===== src/rtl/song_sequencer_if.sv =====
// Control, ROM-read and note-output signals of the song sequencer, bundled as one port.
// The master modport is the sequencer; the slave modport is the ROM / player side.
interface song_sequencer_if #(
    parameter int ADDR_W = 6,
    parameter int DUR_W  = 3
);
    logic                  start;
    logic                  stop;
    logic                  pause;
    logic [1:0]            tempo_sel;
    logic [ADDR_W-1:0]     rom_addr;
    logic [4+DUR_W:0]      rom_data;
    logic [4:0]            note_out;
    logic                  busy;
    logic                  done;

    modport master (
        input  start, stop, pause, tempo_sel, rom_data,
        output rom_addr, note_out, busy, done
    );

    modport slave (
        output start, stop, pause, tempo_sel, rom_data,
        input  rom_addr, note_out, busy, done
    );
endinterface


===== src/rtl/song_sequencer.sv =====
// Autoplay controller: walks a song ROM, holds each note for dur+1 beats, inserts a
// silent gap after every note, and stops at the end marker or the last address.
module song_sequencer #(
    parameter int BEAT_CYCLES = 25_000_000,
    parameter int GAP_CYCLES  = 2_500_000,
    parameter int ADDR_W      = 6,
    parameter int DUR_W       = 3
) (
    input  logic             clk,
    input  logic             rst_n,
    song_sequencer_if.master bus
);
    localparam int BW = $clog2(BEAT_CYCLES + 1);
    localparam int GW = $clog2(GAP_CYCLES + 1);
    localparam logic [BW-1:0]     BEAT_LEN = BW'(BEAT_CYCLES);
    localparam logic [GW-1:0]     GAP_LAST = GW'(GAP_CYCLES - 1);
    localparam logic [ADDR_W-1:0] ADDR_MAX = '1;
    localparam logic [4:0]        END_CODE = 5'd31;

    typedef enum logic [2:0] {IDLE, FETCH, LOAD, PLAY, GAP, FINISH} state_t;

    state_t            state_q, state_d;
    logic [ADDR_W-1:0] rom_addr_q, rom_addr_d;
    logic [4:0]        note_q, note_d;
    logic [4:0]        note_out_q, note_out_d;
    logic              busy_q, busy_d;
    logic              done_q, done_d;
    logic [BW-1:0]     beat_len_q, beat_len_d;
    logic [BW-1:0]     cyc_q, cyc_d;
    logic [DUR_W-1:0]  beats_left_q, beats_left_d;
    logic [GW-1:0]     gap_q, gap_d;

    logic [4:0]        rom_note;
    logic [DUR_W-1:0]  rom_dur;
    logic [BW-1:0]     beat_last;
    logic              frozen;

    assign rom_note  = bus.rom_data[DUR_W+4:DUR_W];
    assign rom_dur   = bus.rom_data[DUR_W-1:0];
    assign beat_last = beat_len_q - BW'(1);
    assign frozen    = bus.pause && (state_q inside {FETCH, LOAD, PLAY, GAP});

    always_comb begin
        state_d      = state_q;
        rom_addr_d   = rom_addr_q;
        note_d       = note_q;
        note_out_d   = 5'd0;
        done_d       = 1'b0;
        beat_len_d   = beat_len_q;
        cyc_d        = cyc_q;
        beats_left_d = beats_left_q;
        gap_d        = gap_q;

        if (state_q != IDLE && bus.stop) begin
            state_d      = IDLE;
            rom_addr_d   = '0;
            note_d       = 5'd0;
            cyc_d        = '0;
            beats_left_d = '0;
            gap_d        = '0;
        end else if (!frozen) begin
            unique case (state_q)
                IDLE: begin
                    if (bus.start && !bus.stop) begin
                        state_d    = FETCH;
                        rom_addr_d = '0;
                    end
                end
                FETCH: state_d = LOAD;
                LOAD: begin
                    if (rom_note == END_CODE) begin
                        state_d = FINISH;
                    end else begin
                        state_d      = PLAY;
                        note_d       = rom_note;
                        note_out_d   = rom_note;
                        beat_len_d   = BEAT_LEN >> bus.tempo_sel;
                        beats_left_d = rom_dur;
                        cyc_d        = '0;
                    end
                end
                PLAY: begin
                    note_out_d = note_q;
                    if (cyc_q == beat_last) begin
                        cyc_d = '0;
                        if (beats_left_q == '0) begin
                            state_d    = GAP;
                            note_out_d = 5'd0;
                            gap_d      = '0;
                        end else begin
                            beats_left_d = beats_left_q - DUR_W'(1);
                        end
                    end else begin
                        cyc_d = cyc_q + BW'(1);
                    end
                end
                GAP: begin
                    if (gap_q == GAP_LAST) begin
                        gap_d = '0;
                        if (rom_addr_q == ADDR_MAX) begin
                            state_d = FINISH;
                        end else begin
                            rom_addr_d = rom_addr_q + ADDR_W'(1);
                            state_d    = FETCH;
                        end
                    end else begin
                        gap_d = gap_q + GW'(1);
                    end
                end
                FINISH: begin
                    // done is raised on leaving FINISH so a stop arriving in FINISH can still cancel it
                    done_d     = 1'b1;
                    rom_addr_d = '0;
                    state_d    = IDLE;
                end
                default: state_d = IDLE;
            endcase
        end

        busy_d = (state_d != IDLE);
    end

    always_ff @(posedge clk or negedge rst_n) begin
        if (!rst_n) begin
            state_q      <= IDLE;
            rom_addr_q   <= '0;
            note_q       <= 5'd0;
            note_out_q   <= 5'd0;
            busy_q       <= 1'b0;
            done_q       <= 1'b0;
            beat_len_q   <= '0;
            cyc_q        <= '0;
            beats_left_q <= '0;
            gap_q        <= '0;
        end else begin
            state_q      <= state_d;
            rom_addr_q   <= rom_addr_d;
            note_q       <= note_d;
            note_out_q   <= note_out_d;
            busy_q       <= busy_d;
            done_q       <= done_d;
            beat_len_q   <= beat_len_d;
            cyc_q        <= cyc_d;
            beats_left_q <= beats_left_d;
            gap_q        <= gap_d;
        end
    end

    assign bus.rom_addr = rom_addr_q;
    assign bus.note_out = note_out_q;
    assign bus.busy     = busy_q;
    assign bus.done     = done_q;
endmodule


===== src/flat_wrapper.sv =====
// flat-port wrapper written by rule: the top's interface ports become plain ports
module song_sequencer_flat 
#(
    parameter int BEAT_CYCLES = 25_000_000,
    parameter int GAP_CYCLES  = 2_500_000,
    parameter int ADDR_W      = 6,
    parameter int DUR_W       = 3
)
  (clk, rst_n, bus_start, bus_stop, bus_pause, bus_tempo_sel, bus_rom_data, bus_rom_addr, bus_note_out, bus_busy, bus_done);
  song_sequencer_if #(.ADDR_W(ADDR_W), .DUR_W(DUR_W)) bus_i ();
  input  logic clk;
  input  logic rst_n;
  input wire logic [$bits(bus_i.start)-1:0] bus_start;
  input wire logic [$bits(bus_i.stop)-1:0] bus_stop;
  input wire logic [$bits(bus_i.pause)-1:0] bus_pause;
  input wire logic [$bits(bus_i.tempo_sel)-1:0] bus_tempo_sel;
  input wire logic [$bits(bus_i.rom_data)-1:0] bus_rom_data;
  output wire logic [$bits(bus_i.rom_addr)-1:0] bus_rom_addr;
  output wire logic [$bits(bus_i.note_out)-1:0] bus_note_out;
  output wire logic [$bits(bus_i.busy)-1:0] bus_busy;
  output wire logic [$bits(bus_i.done)-1:0] bus_done;
  assign bus_i.start = bus_start;
  assign bus_i.stop = bus_stop;
  assign bus_i.pause = bus_pause;
  assign bus_i.tempo_sel = bus_tempo_sel;
  assign bus_i.rom_data = bus_rom_data;
  assign bus_rom_addr = bus_i.rom_addr;
  assign bus_note_out = bus_i.note_out;
  assign bus_busy = bus_i.busy;
  assign bus_done = bus_i.done;
  song_sequencer #(.BEAT_CYCLES(BEAT_CYCLES), .GAP_CYCLES(GAP_CYCLES), .ADDR_W(ADDR_W), .DUR_W(DUR_W)) u_core (.clk(clk), .rst_n(rst_n), .bus(bus_i));
endmodule

===== config.mk =====
export PLATFORM = sky130hd
export DESIGN_NAME = song_sequencer_flat
export DESIGN_NICKNAME = d
export VERILOG_FILES = /design/src/rtl/song_sequencer_if.sv /design/src/rtl/song_sequencer.sv /design/src/flat_wrapper.sv
export SDC_FILE = /design/constraint.sdc
export NUM_CORES = 1
export LEC_CHECK = 0
export ABC_AREA = 0
export CORE_MARGIN = 2
export CORE_UTILIZATION = 45
export DETAILED_ROUTE_END_ITERATION = 10
export PLACE_DENSITY = 0.7
export SYNTH_ARGS = -nofsm -noshare
export SYNTH_HDL_FRONTEND = slang
export SYNTH_SLANG_ARGS = --single-unit

===== constraint.sdc =====
create_clock -name clk -period 3.51 [get_ports clk]
set_clock_uncertainty 0.1 [all_clocks]
set_input_delay 1.053 -clock clk [delete_from_list [all_inputs] [get_ports clk]]
set_output_delay 1.053 -clock clk [all_outputs]
set_load 0.01 [all_outputs]

Word level (Yosys, flattened, before mapping)
Cells that the tools add are included.
W data, S select, Z words.
- bits in registers: 96
- latch bits: 0
- memory bits (writable): 0
- memory bits (read-only): 0
- input port bits: 15
- output and inout port bits: 13
- logic and storage cells: 101
- memories kept: 0
- add/sub/neg operators: 5
- multiply operators: 0
- divide/modulo/power cells: 0
- order comparisons: 0
- equal/unequal tests: 18
- shifts and indexed selects: 1
- muxes and demuxes: 45
- bitwise logic cells: 3
- reduce and logical (&&, ||, !) cells: 19
- operator list (kind ; number):
    $mux W22 ; 5
    $mux W25 ; 4
    $pmux W25 S2 ; 1
    $mux W5 ; 9
    $pmux W22 S2 ; 1
    $mux W3 ; 13
    $mux W6 ; 5
    $add A25 B1 Y25 const B ; 1
    $eq A25 B25 Y1 ; 1
    $shr A25 B2 Y25 const A ; 1
    $sub A25 B1 Y25 const B ; 1
    $add A22 B1 Y22 const B ; 1
    $eq A22 B22 Y1 const B ; 1
    $ne A3 B3 Y1 const B ; 6
    $pmux W6 S3 ; 1
    $pmux W3 S5 ; 1
    $reduce_bool A3 Y1 ; 4
    $pmux W5 S2 ; 1
    $reduce_and A5 Y1 ; 2
    $reduce_and A4 Y1 ; 2
    $reduce_bool A4 Y1 ; 2
    $add A6 B1 Y6 const B ; 1
    $eq A3 B2 Y1 const B ; 2
    $eq A3 B3 Y1 const B ; 2
    15 further kinds ; 23

Logic depth before layout (Yosys ltp)
Gate-level depths: netlist (run 1).
- depth in word-level cells: 7
- mapped depth: 13
- depth with buffers taken out: 10

Worst setup path after synthesis (run 1)
No wires, ideal clock.
- kind: register to register
- from: reg u_core.beat_len_q[8]
- to: reg u_core.beats_left_q[0]
- arrival time: 2.968 ns
- required time: 3.282 ns
- slack: 0.315 ns
- cell stages (with the launch flop): 13
- path buffers: 2
- cells stage by stage: dfrtp_1 -> clkbuf_1 -> inv_1 -> ha_1 -> nor2b_1 -> nand2_1 -> o21a_1 -> or4_4 -> a2111oi_4 -> buf_6 -> nand4b_1 -> nand2_1 -> mux2_1
- longest elaborated chain between the ends: 4
- RTL lines (what ; line ; text):
    from (decl) ; song_sequencer.sv:28 ; logic [BW-1:0] beat_len_q, beat_len_d;
    from (signal assigned) ; song_sequencer.sv:142 ; beat_len_q <= beat_len_d;
    $sub A25 B1 Y25 ; song_sequencer.sv:40 ; assign beat_last = beat_len_q - BW'(1);
    $eq A25 B25 Y1 ; song_sequencer.sv:84 ; if (cyc_q == beat_last) begin
    $ne A3 B3 Y1 (no line) ; n/a ;
    $reduce_and A5 Y1 (no line) ; n/a ;
    to (signal assigned) ; song_sequencer.sv:144 ; beats_left_q <= beats_left_d;
    to (decl) ; song_sequencer.sv:30 ; logic [DUR_W-1:0] beats_left_q, beats_left_d;
Every way passes these cells.
A chain may end at the register's enable or synchronous reset.

Worst setup path in the final report (run 1)
- from: reg u_core.beat_len_q[4]
- to: reg u_core.beats_left_q[1]
Same word-level chain as after synthesis.

==> metrics.cfg, run 1 <==
[status]
status=complete, no violations

[sta]
worst_pin_slew_ns=0.818
fin_crit_ns=3.37
setup_violations=0
fmax_ghz=0.297
maxSlewHeadroom_pct=45.4
rsz0062_at_grt=no
fin_crit_sh_pct=96.0
setup_tns_ns=0
slew_viol_final=0
timing.hold.ws_ns=0.386
hold_viol=0

[drt]
drtPass1Iterations=5
drt_wl_total_um=13000
drc_errors=0
drtIter0Drc=306
wl_per_cell_um=17.1
vias=4571
detail-route-antenna-nets=0
viasPerCell=6.01

[placed_design]
dp_hpwl_um=9290
routabilityCongestion=0.895
portBuffers=27

[global_routing]
grt_max_degree=46
grt_pass1_vias=4361
antenna_found_initial=0
grt_overflow_total=0
grt_usage_pct=22.7
grt_first_pass_wirelength_um=21500

[die]
die_h_um=110
chipWidth_um=110
initial_utilization_pct=46.5
core_sq_um=10900
ios=28
dieArea_sq_um=12100
num_rows=38

[clock_tree]
insertion_delay_ns=0.37
clock-sinks=83
postCtsSetupBuffers=0
cts-buffers-inserted=9
cts_tree=yes
clockBufferDepth=2
cts_hold_buffers=0
clk_pin_slew_ns=0.09
clock-root-buffer=clkbuf_8
h-tree-depth=3
cts_resized=0

[cells_and_area]
nets=638
layout_commonest_cell=dfrtp_1
final_core_util_pct=53.4
drive_above_1_share_pct=9.66
layout_common_cells=83 x dfrtp_1, 65 x nand2_1, 55 x nor2_1
syn_to_final_growth_pct=14.9
antenna_cells=0

[synth]
yosysWarnings=0
yosysSeqAreaShare_pct=41.0
syn_area_per_cell_sq_um=8.65
synth_fp_nets=606
ys_seq_elements=83
synth_edf_count=0
synth.distinct_cells=65
synth_cells=585
yosys_most_used_dff=dfrtp_1
async_reset_ff_share_pct=100
synth.cell_area_sq_um=5060

[setup_path]
worstSetupPathType=flop to flop
crit_arrival_ns=3.53
crit_path_start_kind=flop
crit_path_end_kind=flop
worstPathRequired_ns=3.66
critPathLaunch=u_core.beat_len_q[4]
reg2reg_from=u_core.beat_len_q[4]
critPathMaxFanout=10

[pwr]
sw_frac_of_total_pct=34.1
pwr-share-comb_pct=29.0
power.density_nw_per_um2=505
p_leak_uw=0.00244
p_int_uw=1940
seq_power_share_pct=42.1
p_switching_uw=1000
power_frac_clock_pct=28.9
vdd_drop_max_mv=0.302

[min_path]
hp-start=u_core.gap_q[10]
min_path_type=flop to flop

[job]
maxCapViolCount=0

-- final timing paths --
| path | endpoint | slack (ns) | cells after the start |
|---|---|---|---|
| setup reg to reg | u_core.beats_left_q[1] | 0.14 | 11 |
| setup / recovery | u_core.beats_left_q[1] | 0.14 | 11 |
| min in group asynchronous | u_core.cyc_q[2] | 0.59 | 1 |
| hold reg to reg | u_core.gap_q[10] | 0.39 | 1 |
| max in group asynchronous | u_core.gap_q[2] | 1.99 | 2 |
| hold / removal | u_core.gap_q[10] | 0.39 | 1 |
-- metal layers --
layer	vias to the layer above	GRT usage, %	routed length (um)
met5	-	0	0
met4	0	7.05	168
met3	22	4.82	649
met2	134	38.8	6530
met1	2240	28.7	5640
li1	2175	-	-
-- sequential cells by signal, indices dropped and copies added (netlist names) --
| register | count |
|---|---|
| u_core.bus.done | 1 |
| u_core.note_q | 5 |
| u_core.bus.note_out | 5 |
| u_core.cyc_q | 25 |
| u_core.gap_q | 22 |
| u_core.beats_left_q | 3 |
| u_core.state_q | 3 |
| u_core.bus.busy | 1 |
| u_core.beat_len_q | 12 |
| u_core.bus.rom_addr | 6 |
-- worst max-delay path: stages, from the launching register on --
cell and delay, ns:
dfrtp_1 0.42, inv_1 0.08, ha_1 0.25, nor2b_2 0.23, nand2_1 0.14, o21a_1 0.23
or4_4 0.52, a2111oi_4 0.50, buf_12 0.19, nand4b_1 0.10, nand2_1 0.15, mux2_1 0.34
-- kinds of logic after synthesis --
logic type	share of synthesized area, %
XOR/XNOR	5.37
flip-flops	41.0
AND/OR/NAND/NOR	27.8
buffers and inverters	3.78
AO/OA/AOI/OAI	19.5
multiplexers	1.06
adder cells (fa/ha/maj)	1.48
-- metrics by stage --
step	std cells	total power (uW)	setup slack, ns	instance area, sq um
2_1_floorplan	585	1840	0.315	5060
3_3_place_gp	746	2070	0.205	5570
3_5_place_dp	746	2100	0.119	5570
4_1_cts	761	2950	0.116	5810
5_1_grt	761	3090	0.00356	5810
6_report	761	2940	0.139	5810
-- final cells by class --
type,count,area (sq um)
fillers,1009,5070
clock inverters,6,114
repair buffers,50,465
well taps,140,175
inverters,14,52.6
clock buffers,9,124
flip-flops and latches,83,2080
multi-input cells,459,2810
-- cell usage after synthesis, types with 3 or more instances --
cell / n / area [sq um]
dfrtp_1: 83 / 2080
nand2_1: 66 / 248
nor2_1: 55 / 206
o21ai_1: 44 / 220
o21ai_0: 32 / 160
nor3_1: 26 / 130
and3_1: 23 / 144
clkbuf_1: 22 / 82.6
xnor2_1: 21 / 184
a22o_1: 17 / 149
nand3_1: 17 / 85.1
inv_1: 14 / 52.6
a21oi_1: 12 / 60.1
xor2_1: 10 / 87.6
nor4_1: 9 / 56.3
and4_1: 8 / 70.1
nand4_1: 8 / 50.1
o31ai_1: 8 / 60.1
nor2b_1: 7 / 43.8
ha_1: 6 / 75.1
nand2b_1: 6 / 37.5
a31oi_1: 5 / 31.3
and2_1: 5 / 31.3
nand3b_1: 5 / 37.5
o21a_1: 5 / 37.5
or2_2: 5 / 31.3
nor4b_1: 4 / 35.0
a21o_1: 3 / 22.5
buf_2: 3 / 15.0
buf_6: 3 / 33.8
mux2_1: 3 / 33.8
o22ai_1: 3 / 18.8
o2bb2ai_1: 3 / 26.3
or3_1: 3 / 18.8
-- power groups by stage --
stage,sequential (uW),clock [uW],combinational [uW]
after global routing,1250,899,942
after detailed placement,1250,0,847
after CTS,1230,862,854
final,1240,849,852
after global placement,1250,0,826
after floorplan,1140,0,707
Note: power is estimated with default switching activity, not from simulation.
==> run 2: changes to the inputs <==
--- a/config.mk
+++ b/config.mk
@@ -7,9 +7,9 @@
 export LEC_CHECK = 0
 export ABC_AREA = 0
 export CORE_MARGIN = 2
-export CORE_UTILIZATION = 45
+export CORE_UTILIZATION = 55
 export DETAILED_ROUTE_END_ITERATION = 10
-export PLACE_DENSITY = 0.7
+export PLACE_DENSITY = 0.81
 export SYNTH_ARGS = -nofsm -noshare
 export SYNTH_HDL_FRONTEND = slang
 export SYNTH_SLANG_ARGS = --single-unit
==> run 2 against run 1 <==
  * Via count decreased by 0.37%
  * Largest cell class unchanged
  * Power is 1.3% lower
  * Cell area shrank 0.99%
  * Sequential cell count did not move
  * Worst setup slack improved by 0.039 ns
  * Count of clock-buffer cells in the layout increased by 2
  * Critical path depth decreased by 2
  * Sequential power about the same
==> metrics.cfg, run 2 (synthesis gave the netlist of run 1 again) <==
[status]
status=complete, no violations

[drt]
vias=4554
drc_errors=0
detail-route-antenna-nets=0
wl_per_cell_um=17.5
drt_wl_total_um=12800
drtIter0Drc=373
viasPerCell=6.24
drtPass1Iterations=7

[global_routing]
grt_pass1_vias=4512
grt_usage_pct=27.2
use_met3_pct=5.85
grt_max_degree=50
grt_overflow_total=0
busiest_layer=met2
antenna_found_initial=0
grt_first_pass_wirelength_um=21700
gr-usage-met2_pct=47.4
grtUsageMet1_pct=34.1

[placed_design]
portBuffers=27
dp_hpwl_um=9140
routabilityCongestion=0.901

[die]
dieArea_sq_um=9980
num_rows=34
chipWidth_um=99.9
core_sq_um=8810
initial_utilization_pct=57.5
die_h_um=99.9
ios=28

[clock_tree]
h-tree-depth=3
cts_hold_buffers=0
clockBufferDepth=2
cts-buffers-inserted=9
clock-root-buffer=clkbuf_8
cts_tree=yes
insertion_delay_ns=0.37
clk_pin_slew_ns=0.09
clock-sinks=83

[sta]
fin_crit_sh_pct=94.9
fin_crit_ns=3.33
slew_viol_final=0
setup_tns_ns=0
rsz0062_at_grt=no
setup_violations=0
fmax_ghz=0.300
maxSlewHeadroom_pct=56.7
hold_viol=0
worst_pin_slew_ns=0.650

[cells_and_area]
layout_common_cells=82 x dfrtp_1, 66 x nand2_1, 55 x nor2_1
layout_commonest_cell=dfrtp_1
largest_reg_flops=25
antenna_cells=0
syn_to_final_growth_pct=13.8
nets=638
final_core_util_pct=65.4
fillCellCount=730
top_register=u_core.cyc_q
drive_above_1_share_pct=9.65
reg.largest.list=u_core.cyc_q x25, u_core.gap_q x22, u_core.beat_len_q x12

[pwr]
vdd_drop_max_mv=0.274
power.density_nw_per_um2=504
p_leak_uw=0.00245
power_uw=2900

[job]
maxCapViolCount=0

[setup_path]
critPathLaunch=u_core.beat_len_q[17]
reg2reg_from=u_core.beat_len_q[17]
crit_path_end_kind=flop
worstPathRequired_ns=3.65
crit_arrival_ns=3.47
worstSetupPathType=flop to flop
crit_path_start_kind=flop
critPathMaxFanout=10

[min_path]
min_path_type=flop to flop
hp-start=u_core.beats_left_q[1]

run 2: final timing paths:
path                       cells after the start  slack [ns]                endpoint
max                                            9        0.18  u_core.beats_left_q[2]
min in group asynchronous                      1        0.61    u_core.beat_len_q[4]
max in group asynchronous                      2        2.09         u_core.cyc_q[9]
min reg2reg                                    1        0.39  u_core.beats_left_q[1]
max reg2reg                                    9        0.18  u_core.beats_left_q[2]
min                                            1        0.39  u_core.beats_left_q[1]
run 2: where the power goes:
| part | switching (uW) | leakage (uW) | total, uW | internal (uW) |
|---|---|---|---|---|
| Combinational | 457 | 0.00121 | 887 | 430 |
| Clock | 358 | 0.000110 | 782 | 424 |
| Sequential | 173 | 0.00112 | 1230 | 1060 |
run 2: what timing repair did:
action | in CTS | in global routing
resized for setup | 0 | 4
endpoints found under the setup margin | 0 | 14
buffers inserted | 0 | 0
run 2: layout make-up:
| class | instances | area (sq um) | area share [%] |
|---|---|---|---|
| multi-input combinational | 459 | 2810 | 48.8 |
| clock inverter | 5 | 85.1 | 1.48 |
| inverter | 14 | 52.6 | 0.913 |
| sequential | 83 | 2080 | 36.1 |
| timing repair buffer | 50 | 453 | 7.87 |
| tap | 108 | 135 | 2.35 |
| clock buffer | 11 | 141 | 2.46 |
run 2: layer usage:
metal	vias to the layer above	part of all wire, %
li1	2176	-
met1	2179	41
met3	30	5.2
met5	-	0
met2	169	51
met4	0	2.2
run 2: critical path, stage by stage (launching register included):
cell	delay, ns
dfrtp_2	0.51
nor4_4	0.36
nand3b_2	0.22
o21a_1	0.24
or4_4	0.52
a2111oi_4	0.41
buf_4	0.24
nand4b_1	0.11
nand2_1	0.14
mux2_1	0.34
run 2: through the flow:
step                      std cells  area (sq um)  hold slack, ns  setup slack, ns
after floorplan                 585          5060           0.341            0.315
after global placement          714          5520           0.360            0.256
after detailed placement        714          5520           0.368            0.174
after CTS                       730          5740           0.388            0.142
after global routing            730          5760           0.411          0.00611
final                           730          5760           0.389            0.178
